$ cat config.mk
export PLATFORM = sky130hd
export DESIGN_NAME = ctrl_unit_flat
export DESIGN_NICKNAME = d
export VERILOG_FILES = /design/src/rtl/ctrl_unit_if.sv /design/src/rtl/ctrl_unit.sv /design/src/flat_wrapper.sv
export SDC_FILE = /design/constraint.sdc
export NUM_CORES = 1
export LEC_CHECK = 0
export ABC_AREA = 0
export CELL_PAD_IN_SITES_DETAIL_PLACEMENT = 1
export CELL_PAD_IN_SITES_GLOBAL_PLACEMENT = 1
export CORE_MARGIN = 2
export CORE_UTILIZATION = 39
export DETAILED_ROUTE_END_ITERATION = 10
export PLACE_DENSITY = 0.92
export SKIP_CTS_REPAIR_TIMING = 1
export SLEW_MARGIN = 20
export SYNTH_ARGS = -nofsm -noshare
export SYNTH_HDL_FRONTEND = slang
export SYNTH_SLANG_ARGS = --single-unit
$ cat constraint.sdc
create_clock -name clk -period 6.6 [get_ports clk]
set_input_delay 1.98 -clock clk [delete_from_list [all_inputs] [get_ports clk]]
set_output_delay 1.98 -clock clk [all_outputs]
set_load 0.1 [all_outputs]
$ cat src/rtl/ctrl_unit_if.sv
// Instruction-fetch bus between ctrl_unit and instruction memory.
// Request/valid handshake: the master holds addr while req is high.
`ifndef ALU_MODE_COUNT
`define ALU_MODE_COUNT    8
`define ALU_MODE_ADD      0
`define ALU_MODE_SHIFT    1
`define ALU_MODE_NOT      2
`define ALU_MODE_AND      3
`define ALU_MODE_OR       4
`define ALU_MODE_XOR      5
`define ALU_MODE_BYPASS_A 6
`define ALU_MODE_BYPASS_B 7
`endif
`ifndef ALU_FLAG_COUNT
`define ALU_FLAG_COUNT 2
`define ALU_FLAG_EQ    0
`define ALU_FLAG_GT    1
`endif

interface ctrl_unit_if #(
    parameter int BIT_COUNT = 8
);
    logic [BIT_COUNT-1:0] imem_addr;
    logic                 imem_req;
    logic                 imem_valid;
    logic [7:0]           imem_data;

    modport master (
        output imem_addr,
        output imem_req,
        input  imem_valid,
        input  imem_data
    );

    modport slave (
        input  imem_addr,
        input  imem_req,
        output imem_valid,
        output imem_data
    );
endinterface

$ cat src/rtl/ctrl_unit.sv
// Multi-cycle FETCH/DECODE/EXEC control unit for the 8-bit accumulator core.
// Owns the PC, decodes instructions to ALU/regfile controls and resolves branches.
`ifndef ALU_MODE_COUNT
`define ALU_MODE_COUNT    8
`define ALU_MODE_ADD      0
`define ALU_MODE_SHIFT    1
`define ALU_MODE_NOT      2
`define ALU_MODE_AND      3
`define ALU_MODE_OR       4
`define ALU_MODE_XOR      5
`define ALU_MODE_BYPASS_A 6
`define ALU_MODE_BYPASS_B 7
`endif
`ifndef ALU_FLAG_COUNT
`define ALU_FLAG_COUNT 2
`define ALU_FLAG_EQ    0
`define ALU_FLAG_GT    1
`endif

module ctrl_unit #(
    parameter int BIT_COUNT = 8
) (
    input  logic                       clk,
    input  logic                       rst_n,
    ctrl_unit_if.master                imem,
    input  logic [`ALU_FLAG_COUNT-1:0] alu_flags,
    output logic [`ALU_MODE_COUNT-1:0] alu_mode,
    output logic                       a_sel,
    output logic                       b_sel,
    output logic [3:0]                 imm,
    output logic [2:0]                 rs_addr,
    output logic [2:0]                 rd_addr,
    output logic                       rd_we,
    output logic                       acc_we,
    output logic [BIT_COUNT-1:0]       pc,
    output logic                       halted
);
    typedef enum logic [1:0] {FETCH, DECODE, EXEC, HALT} state_t;

    state_t                     state_reg, state_next;
    logic [7:0]                 ir_reg, ir_next;
    logic [BIT_COUNT-1:0]       pc_reg, pc_next;
    logic [`ALU_FLAG_COUNT-1:0] flag_reg, flag_next;
    logic [`ALU_MODE_COUNT-1:0] mode_reg, mode_next;
    logic                       a_sel_reg, a_sel_next;
    logic                       b_sel_reg, b_sel_next;
    logic [3:0]                 imm_reg, imm_next;
    logic [2:0]                 rs_reg, rs_next;
    logic [2:0]                 rd_reg, rd_next;
    logic                       rd_we_reg, rd_we_next;
    logic                       acc_we_reg, acc_we_next;
    logic                       req_reg, req_next;
    logic                       halted_reg, halted_next;

    // One decoder serves both the fetch edge (fresh data) and the decode edge (latched ir).
    logic [7:0]                 dec_src;
    logic [`ALU_MODE_COUNT-1:0] dec_mode;
    logic                       dec_a_sel, dec_b_sel, dec_acc_we, dec_rd_we;
    logic                       taken;
    logic [BIT_COUNT-1:0]       branch_off;

    assign dec_src    = (state_reg == FETCH) ? imem.imem_data : ir_reg;
    assign branch_off = {{(BIT_COUNT-4){ir_reg[3]}}, ir_reg[3:0]};
    assign taken      = ((ir_reg[7:4] == 4'hC) && flag_reg[`ALU_FLAG_EQ]) ||
                        ((ir_reg[7:4] == 4'hD) && flag_reg[`ALU_FLAG_GT]) ||
                         (ir_reg[7:4] == 4'hE);

    always_comb begin
        dec_mode   = '0;
        dec_a_sel  = 1'b0;
        dec_b_sel  = 1'b0;
        dec_acc_we = 1'b0;
        dec_rd_we  = 1'b0;
        case (dec_src[7:4])
            4'h1: begin dec_mode[`ALU_MODE_ADD]   = 1'b1; dec_acc_we = 1'b1; end
            4'h2: begin dec_mode[`ALU_MODE_ADD]   = 1'b1; dec_b_sel = 1'b1; dec_acc_we = 1'b1; end
            4'h3: begin dec_mode[`ALU_MODE_SHIFT] = 1'b1; dec_acc_we = 1'b1; end
            4'h4: begin dec_mode[`ALU_MODE_SHIFT] = 1'b1; dec_b_sel = 1'b1; dec_acc_we = 1'b1; end
            4'h5: begin dec_mode[`ALU_MODE_NOT]   = 1'b1; dec_acc_we = 1'b1; end
            4'h6: begin dec_mode[`ALU_MODE_AND]   = 1'b1; dec_acc_we = 1'b1; end
            4'h7: begin dec_mode[`ALU_MODE_OR]    = 1'b1; dec_acc_we = 1'b1; end
            4'h8: begin dec_mode[`ALU_MODE_XOR]   = 1'b1; dec_acc_we = 1'b1; end
            4'h9: begin
                if (dec_src[2:0] == 3'd7) dec_mode[`ALU_MODE_BYPASS_A] = 1'b1;
                else                      dec_mode[`ALU_MODE_BYPASS_B] = 1'b1;
                dec_acc_we = 1'b1;
            end
            4'hA: begin
                dec_mode[`ALU_MODE_BYPASS_A] = 1'b1;
                dec_rd_we = (dec_src[2:0] != 3'd7);
            end
            // Branches present PC+imm on the ALU selects; the target itself is computed here.
            4'hC, 4'hD, 4'hE: begin dec_a_sel = 1'b1; dec_b_sel = 1'b1; end
            default: ;
        endcase
    end

    always_comb begin
        state_next  = state_reg;
        ir_next     = ir_reg;
        pc_next     = pc_reg;
        flag_next   = flag_reg;
        mode_next   = mode_reg;
        a_sel_next  = a_sel_reg;
        b_sel_next  = b_sel_reg;
        imm_next    = imm_reg;
        rs_next     = rs_reg;
        rd_next     = rd_reg;
        rd_we_next  = 1'b0;
        acc_we_next = 1'b0;
        case (state_reg)
            FETCH: begin
                if (req_reg && imem.imem_valid) begin
                    ir_next    = imem.imem_data;
                    mode_next  = dec_mode;
                    a_sel_next = dec_a_sel;
                    b_sel_next = dec_b_sel;
                    imm_next   = imem.imem_data[3:0];
                    rs_next    = imem.imem_data[2:0];
                    rd_next    = imem.imem_data[2:0];
                    state_next = DECODE;
                end
            end
            DECODE: begin
                acc_we_next = dec_acc_we;
                rd_we_next  = dec_rd_we;
                state_next  = EXEC;
            end
            EXEC: begin
                if (ir_reg[7:4] == 4'hB) flag_next = alu_flags;
                pc_next    = taken ? pc_reg + branch_off : pc_reg + BIT_COUNT'(1);
                mode_next  = '0;
                state_next = (ir_reg[7:4] == 4'hF) ? HALT : FETCH;
            end
            HALT: begin
                mode_next = '0;
            end
            default: state_next = FETCH;
        endcase
        req_next    = (state_next == FETCH);
        halted_next = (state_next == HALT);
    end

    always_ff @(posedge clk or negedge rst_n) begin
        if (!rst_n) begin
            state_reg  <= FETCH;
            ir_reg     <= '0;
            pc_reg     <= '0;
            flag_reg   <= '0;
            mode_reg   <= '0;
            a_sel_reg  <= 1'b0;
            b_sel_reg  <= 1'b0;
            imm_reg    <= '0;
            rs_reg     <= '0;
            rd_reg     <= '0;
            rd_we_reg  <= 1'b0;
            acc_we_reg <= 1'b0;
            req_reg    <= 1'b0;
            halted_reg <= 1'b0;
        end else begin
            state_reg  <= state_next;
            ir_reg     <= ir_next;
            pc_reg     <= pc_next;
            flag_reg   <= flag_next;
            mode_reg   <= mode_next;
            a_sel_reg  <= a_sel_next;
            b_sel_reg  <= b_sel_next;
            imm_reg    <= imm_next;
            rs_reg     <= rs_next;
            rd_reg     <= rd_next;
            rd_we_reg  <= rd_we_next;
            acc_we_reg <= acc_we_next;
            req_reg    <= req_next;
            halted_reg <= halted_next;
        end
    end

    assign imem.imem_addr = pc_reg;
    assign imem.imem_req  = req_reg;
    assign alu_mode       = mode_reg;
    assign a_sel          = a_sel_reg;
    assign b_sel          = b_sel_reg;
    assign imm            = imm_reg;
    assign rs_addr        = rs_reg;
    assign rd_addr        = rd_reg;
    assign rd_we          = rd_we_reg;
    assign acc_we         = acc_we_reg;
    assign pc             = pc_reg;
    assign halted         = halted_reg;
endmodule

$ cat src/flat_wrapper.sv
// flat-port wrapper written by rule: the top's interface ports become plain ports
module ctrl_unit_flat 
#(
    parameter int BIT_COUNT = 8
)
  (clk, rst_n, alu_flags, alu_mode, a_sel, b_sel, imm, rs_addr, rd_addr, rd_we, acc_we, pc, halted, imem_imem_addr, imem_imem_req, imem_imem_valid, imem_imem_data);
  ctrl_unit_if #(.BIT_COUNT(BIT_COUNT)) imem_i ();
  input  logic clk;
  input  logic rst_n;
  input  logic [`ALU_FLAG_COUNT-1:0] alu_flags;
  output logic [`ALU_MODE_COUNT-1:0] alu_mode;
  output logic a_sel;
  output logic b_sel;
  output logic [3:0] imm;
  output logic [2:0] rs_addr;
  output logic [2:0] rd_addr;
  output logic rd_we;
  output logic acc_we;
  output logic [BIT_COUNT-1:0] pc;
  output logic halted;
  output wire logic [$bits(imem_i.imem_addr)-1:0] imem_imem_addr;
  output wire logic [$bits(imem_i.imem_req)-1:0] imem_imem_req;
  input wire logic [$bits(imem_i.imem_valid)-1:0] imem_imem_valid;
  input wire logic [$bits(imem_i.imem_data)-1:0] imem_imem_data;
  assign imem_imem_addr = imem_i.imem_addr;
  assign imem_imem_req = imem_i.imem_req;
  assign imem_i.imem_valid = imem_imem_valid;
  assign imem_i.imem_data = imem_imem_data;
  ctrl_unit #(.BIT_COUNT(BIT_COUNT)) u_core (.clk(clk), .rst_n(rst_n), .imem(imem_i), .alu_flags(alu_flags), .alu_mode(alu_mode), .a_sel(a_sel), .b_sel(b_sel), .imm(imm), .rs_addr(rs_addr), .rd_addr(rd_addr), .rd_we(rd_we), .acc_we(acc_we), .pc(pc), .halted(halted));
endmodule
* Yosys cells after proc, flatten, opt, wreduce, memory -nomap -nowiden
Cells that the tools add are included.
** Storage, ports and cells
- Flip-flop bits (word level) :: 41
- Bits of input ports :: 13
- RAM bits :: 0
- Bits in latches :: 0
- Memory bits (read-only) :: 0
- Memories :: 0
- Logic and storage cells :: 80
** Cells by class
- Magnitude comparators :: 0
- Mux-type cells :: 23
- Shift-type cells :: 0
- Multiply operators :: 0
- Divide/modulo/power cells :: 0
- Reductions and logical operators :: 17
- $add $sub $neg :: 2
- Bitwise gates (word level) :: 0
- Eq/ne operators :: 25
** Operator list (number)
- $eq A4 B4 Y1 const B :: 11
- $mux W8 :: 3
- $eq A4 B3 Y1 const B :: 4
- $pmux W8 S2 :: 1
- $mux W1 :: 15
- $reduce_or A9 Y1 :: 1
- $add A8 B1 Y8 const B :: 1
- $add A8 B8 Y8 :: 1
- $eq A4 B2 Y1 const B :: 2
- $eq A2 B2 Y1 const B :: 3
- $pmux W2 S3 :: 1
- $reduce_and A2 Y1 :: 3
- $reduce_or A2 Y1 :: 3
- $reduce_or A5 Y1 :: 1
- $eq A4 B1 Y1 const B :: 1
- $logic_not A2 Y1 :: 2
- $mux W2 :: 2
- $eq A3 B3 Y1 const B :: 1
- $logic_and A1 B1 Y1 :: 3
- $ne A3 B3 Y1 const B :: 1
- $reduce_or A3 Y1 :: 1
- $eq A2 B1 Y1 const B :: 1
- $logic_or A1 B1 Y1 :: 2
- $ne A2 B2 Y1 const B :: 1
- other kinds (2) :: 2

* Logic depth before layout (Yosys ltp)
Gate-level depths: netlist (run 1).
- Word-level depth :: 7
- Depth in mapped cells :: 9
- Gate-level depth less buffers :: 9

* Least setup slack after synthesis (run 1)
OpenSTA, ideal clock, no wires.
- Kind :: reg-to-output
- Start point :: register u_core.pc_reg[3] (netlist: u_core.imem.imem_addr[3])
- End point :: output port pc[3]
- Slack :: 3.188 ns
- Cell stages (with the launch flop) :: 2
- Required time :: 4.620 ns
- Data arrival time :: 1.432 ns
- Cells stage by stage :: dfrtp_1 -> buf_4
** RTL lines
- from (decl) :: RTL line ctrl_unit.sv:42 : logic [BIT_COUNT-1:0] pc_reg, pc_next;
- from (signal assigned) :: RTL line ctrl_unit.sv:163 : pc_reg <= pc_next;
- to (decl) :: RTL line flat_wrapper.sv:19 : output logic [BIT_COUNT-1:0] pc;
No word-level cell between the ends.

* Final worst setup path (run 1)
- Start point :: register u_core.pc_reg[3] (netlist: u_core.imem.imem_addr[3])
- End point :: output port imem_imem_addr[3]
** RTL lines
- to (decl) :: RTL line flat_wrapper.sv:21 : output wire logic [$bits(imem_i.imem_addr)-1:0] imem_imem_addr;
No word-level cell between the ends.

==> out/metrics.cfg, run 1 <==
[synthesis]
ys_top_cells_by_area = dfrtp_1 (46%), mux2_2 (8.6%), buf_4 (7.3%)
synth-edff-count = 0
async_flop_share = 1.000
syn-instance-count = 165
synth_top_area_frac = 0.4616
yosysWarnings = 0
yosysTopAreaCell = dfrtp_1
synth_area_mm2 = 0.001843
synthDistinctLibCells = 44
synth_nets = 182
avgSynthCellArea_um2 = 11.17
seq_area_frac_synth = 0.4616
ys_ff_latch = 34
synth_ff_type = dfrtp_1

[clock_tree]
clkTransAtPathRegs_ps = 70
cts_htree_levels = 2
numCtsBuffers = 5
cts.sinks = 34
clockRootBuffer = clkbuf_8
cts_tree = done
insertion_delay_ps = 280
clockBufferDepth = 2

[detailed_routing]
routedWlPerCell_um = 16.58
antenna_left = 0
initialDrtViolationCount = 36
drt_wl_total_um = 4293
drc = 0
via_count = 1391
vias_per_cell = 5.371
first_pass_iters = 4

[min_path]
hold_path.class = register to register

[placement]
dp_hpwl_um = 3245
gp_congestion = 0.7788
preCtsSetupSlack_ps = 2913
place_area_mm2 = 0.002296
io_buffers = 52

[setup_path]
slowest_delay_ps = 1190
timing.critical_path.required_ps = 4620
critical_path_class = register to output pin
start_kind = register
critical_path_arrival_ps = 1970
critPathTopFamily = buffers and inverters
worst-path-buf-inv = 1
cpMaxStageDelayCell = clkdlybuf4s50_1
path_max_fanout = 9
end_kind = output pin
crit_path_cell_trace = clkdlybuf4s50_1

[global_route]
grt.total_usage = 0.1760
overflow = 0
grt_pass1_wl_um = 7176
antenna_found_initial = 0
grt_max_degree = 35
grt_pass1_vias = 1491

[sta]
drv_slew = 0
setup_viol = 0
fmax_mhz = 253.2
worst_slack_ps = 2650
skew_ps = 9.328
period_share = 0.5985
maxSlewHeadroom = 0.3469
grt_setup_unrepaired = no
fin_setup_tns_ps = 0
tightest_slew_ps = 976.5
hold_violations = 0
period_minus_slack_ps = 3950

[floorplanning]
die_y_um = 72.75
row_count = 25
fp.coreArea_mm2 = 0.004629
die_x_um = 72.75
ios = 53
start_util = 0.3981
die_area_mm2 = 0.005292

[layout]
area_delta_synth_final_pct = 28.85
finish.instance_area_mm2 = 0.002375
post-route-util = 0.5130
drive_above_1_share = 0.1512
n_antenna_cell = 0
fin_nets = 222

[run_status]
status = complete, no violations

[flow_run]
maxCapViolCount = 0

## metrics by stage
stage	hold WS, ps	std cells
after floorplan	473.1	165
after global placement	476.0	252
after detailed placement	478.5	252
after CTS	497.5	259
after global routing	524.3	259
final	488.6	259
## cell families after synthesis
kind of cell,synth area share
compound gates,0.1100
xor+xnor,0.03327
fa+ha+maj,0.03123
buf+inv,0.08350
flops,0.4616
mux,0.1127
simple gates,0.1677
## area by class of cell
cell class                 count  area, um^2
clock buffer                   5       68.82
clock inverter                 2       10.01
fill                         506        2255
inverter                       3       11.26
multi-input combinational    108       838.3
sequential                    34       850.8
tap                           54       67.56
timing repair buffer          53       528.0
## cells in the mapped netlist, drive strengths merged, types with 3 or more instances
| cell | instances |
|---|---|
| xnor2 | 3 |
| and3 | 4 |
| dfrtp | 34 |
| mux2i | 5 |
| nand2b | 3 |
| nor3 | 3 |
| and2 | 3 |
| nand2 | 10 |
| nor2 | 8 |
| nand3 | 4 |
| inv | 3 |
| a22o | 4 |
| buf | 19 |
| xor2 | 4 |
| mux2 | 14 |
| ha | 3 |
| a32o | 4 |
| o21ai | 4 |
| a21oi | 4 |
## layer usage
| layer | share of wire | vias up | global-route usage | routed length (um) |
|---|---|---|---|---|
| met2 | 0.51 | 38 | 0.3172 | 2178 |
| li1 | - | 660 | - | - |
| met3 | 0.044 | 5 | 0.03177 | 187 |
| met5 | 0 | - | 0 | 0 |
| met4 | 0.0084 | 0 | 0.05350 | 36 |
| met1 | 0.44 | 688 | 0.2127 | 1890 |
## layout by cell type (no fill, tap or decap), types with 3 or more instances in the layout
cell,instances
inv_1,3
xor2_1,4
a32o_1,4
ha_1,3
nor2_1,7
nand3_1,3
a21oi_1,3
o21ai_0,3
mux2i_1,5
and3_1,4
clkbuf_8,5
nor3_1,3
mux2_2,14
nand2b_1,3
a22o_1,4
xnor2_1,3
clkdlybuf4s50_1,52
dfrtp_1,34
nand2_1,10
## final timing paths
kind / start / to / slack (ps) / cells past startpoint
min in group asynchronous: rst_n / u_core.imem.imem_addr[2] / 2100 / 2
max in group asynchronous: rst_n / u_core.b_sel / 4160 / 2
max: u_core.imem.imem_addr[3] / imem_imem_addr[3] / 2650 / 1
min: u_core.imem.imem_addr[7] / u_core.imem.imem_addr[7] / 490 / 1
min reg2reg: u_core.imem.imem_addr[7] / u_core.imem.imem_addr[7] / 490 / 1
max reg2reg: u_core.ir_reg[5] / u_core.imem.imem_addr[7] / 3840 / 9
Power of run 1 is left out: the tool's default activity adds up to more than one toggle a clock period on the data nets, which glitch-free logic cannot reach.
==> run 2, diff against run 1 <==
--- a/config.mk
+++ b/config.mk
@@ -9,9 +9,9 @@
 export CELL_PAD_IN_SITES_DETAIL_PLACEMENT = 1
 export CELL_PAD_IN_SITES_GLOBAL_PLACEMENT = 1
 export CORE_MARGIN = 2
-export CORE_UTILIZATION = 39
+export CORE_UTILIZATION = 36
 export DETAILED_ROUTE_END_ITERATION = 10
-export PLACE_DENSITY = 0.92
+export PLACE_DENSITY = 0.87
 export SKIP_CTS_REPAIR_TIMING = 1
 export SLEW_MARGIN = 20
 export SYNTH_ARGS = -nofsm -noshare
==> constraint.sdc (replaced) <==
create_clock -name clk -period 4.1 [get_ports clk]
set_input_delay 1.23 -clock clk [delete_from_list [all_inputs] [get_ports clk]]
set_output_delay 1.23 -clock clk [all_outputs]
set_load 0.1 [all_outputs]
==> run 2 against run 1 <==
  * Flip-flop and latch count unchanged
  * Worst hold slack barely moved
  * Clock-buffer cell count unchanged
  * Sequential share of layout area decreased by 0.74 points
  * First-iteration DRC count is the same
  * Utilization decreased by 2.9 points
  * Critical path type unchanged
  * Critical endpoint unchanged
==> out/metrics.cfg, run 2 (synthesis results as in run 1) <==
[run_status]
status = complete, no violations

[sta]
setup_viol = 0
skew_ps = 5.774
grt_setup_unrepaired = no
period_minus_slack_ps = 3188
fmax_mhz = 313.7
drv_slew = 0
tightest_slew_ps = 985.9
period_share = 0.7775
hold_violations = 0
fin_setup_tns_ps = 0
maxSlewHeadroom = 0.3406

[setup_path]
critical_path_arrival_ps = 1960
cpMaxStageDelayCell = clkdlybuf4s50_1
r2r_start = u_core.ir_reg[5]
end_kind = output pin
start_kind = register
crit_path_cell_trace = clkdlybuf4s50_1
critPathTopFamily = buffers and inverters
r2r-end = u_core.imem.imem_addr[4]
rr_worst_depth = 8
path_max_fanout = 9
critical_path_class = register to output pin
critical_path.startpoint = u_core.imem.imem_addr[3]
worst-path-buf-inv = 1
slowest_delay_ps = 1180
r2r_slack_ps = 1430
timing.critical_path.required_ps = 2870

[layout]
area_delta_synth_final_pct = 31.57
fin_nets = 222
final_cell_mix = clkdlybuf4s50_1 (52), dfrtp_1 (34), mux2_2 (14)
layout.cells.non_filler = 276
final_common_cell = clkdlybuf4s50_1
n_antenna_cell = 0
drive_above_1_share = 0.1553
post-route-util = 0.4840

[floorplanning]
ios = 53
start_util = 0.3679
row_count = 26
die_y_um = 75.55
fp.coreArea_mm2 = 0.005010
die_x_um = 75.55
die_area_mm2 = 0.005708

[flow_run]
maxCapViolCount = 0

[clock_tree]
cts_htree_levels = 2
numCtsBuffers = 5
cts_tree = done
insertion_delay_ps = 290
clockBufferDepth = 2
cts.sinks = 34
clkTransAtPathRegs_ps = 70
clockRootBuffer = clkbuf_8

[detailed_routing]
routedWlPerCell_um = 15.43
via_count = 1386
drc = 0
initialDrtViolationCount = 36
drt_wl_total_um = 4259
antenna_left = 0
first_pass_iters = 4
vias_per_cell = 5.022

[global_route]
grt_pass1_vias = 1347
grt_pass1_wl_um = 6624
grt.total_usage = 0.1574
overflow = 0
grt_max_degree = 35
antenna_found_initial = 0

[placement]
dp_hpwl_um = 3183
io_buffers = 52
gp_congestion = 0.8347
dp.cells = 268

[min_path]
hold_path.class = register to register
worstHoldStart = u_core.a_sel
min_to = u_core.a_sel
min_delay_path_depth = 2

==> run 2: changes by cell type in the layout (fill, tap and decap cells not counted) <==
cell | before | now
bufinv_16 | 0 | 1
==> run 2: final cells by class <==
cell class,count,area (um^2)
Clock buffer,5,68.82
Clock inverter,3,40.04
Fill cell,564,2585
Inverter,3,11.26
Multi-Input combinational cell,108,838.3
Sequential cell,34,850.8
Tap cell,70,87.58
Timing Repair Buffer,53,528.0
==> run 2: layer usage <==
| metal | GRT usage | part of all wire | wire [um] | vias to the layer above |
|---|---|---|---|---|
| met5 | 0 | 0 | 0 | - |
| met4 | 0.05848 | 0.015 | 66 | 0 |
| met1 | 0.1930 | 0.44 | 1856 | 684 |
| met3 | 0.04101 | 0.046 | 198 | 8 |
| met2 | 0.2667 | 0.50 | 2137 | 34 |
| li1 | - | - | - | 660 |
==> run 2: metrics by stage <==
stage	cell area, um^2	hold WS, ps	worst slack (ps)
after global placement	2316	476.2	1184
after detailed placement	2316	473.4	1178
final	2425	488.3	912.1
after CTS	2425	496.3	884.6
after floorplan	1843	473.1	1438
after global routing	2425	518.6	829.8
==> run 2: how the worst max path moves through the flow <==
stage	end	cells past startpoint	slack [ps]
finish	imem_imem_addr[3]	1	910
floorplan	pc[3]	1	1440
detailed placement	u_core.alu_mode[7]	4	1180
global placement	u_core.alu_mode[7]	4	1180
CTS	imem_imem_addr[3]	1	880
global route	imem_imem_addr[3]	1	830
Power of run 2 is left out for the same reason.
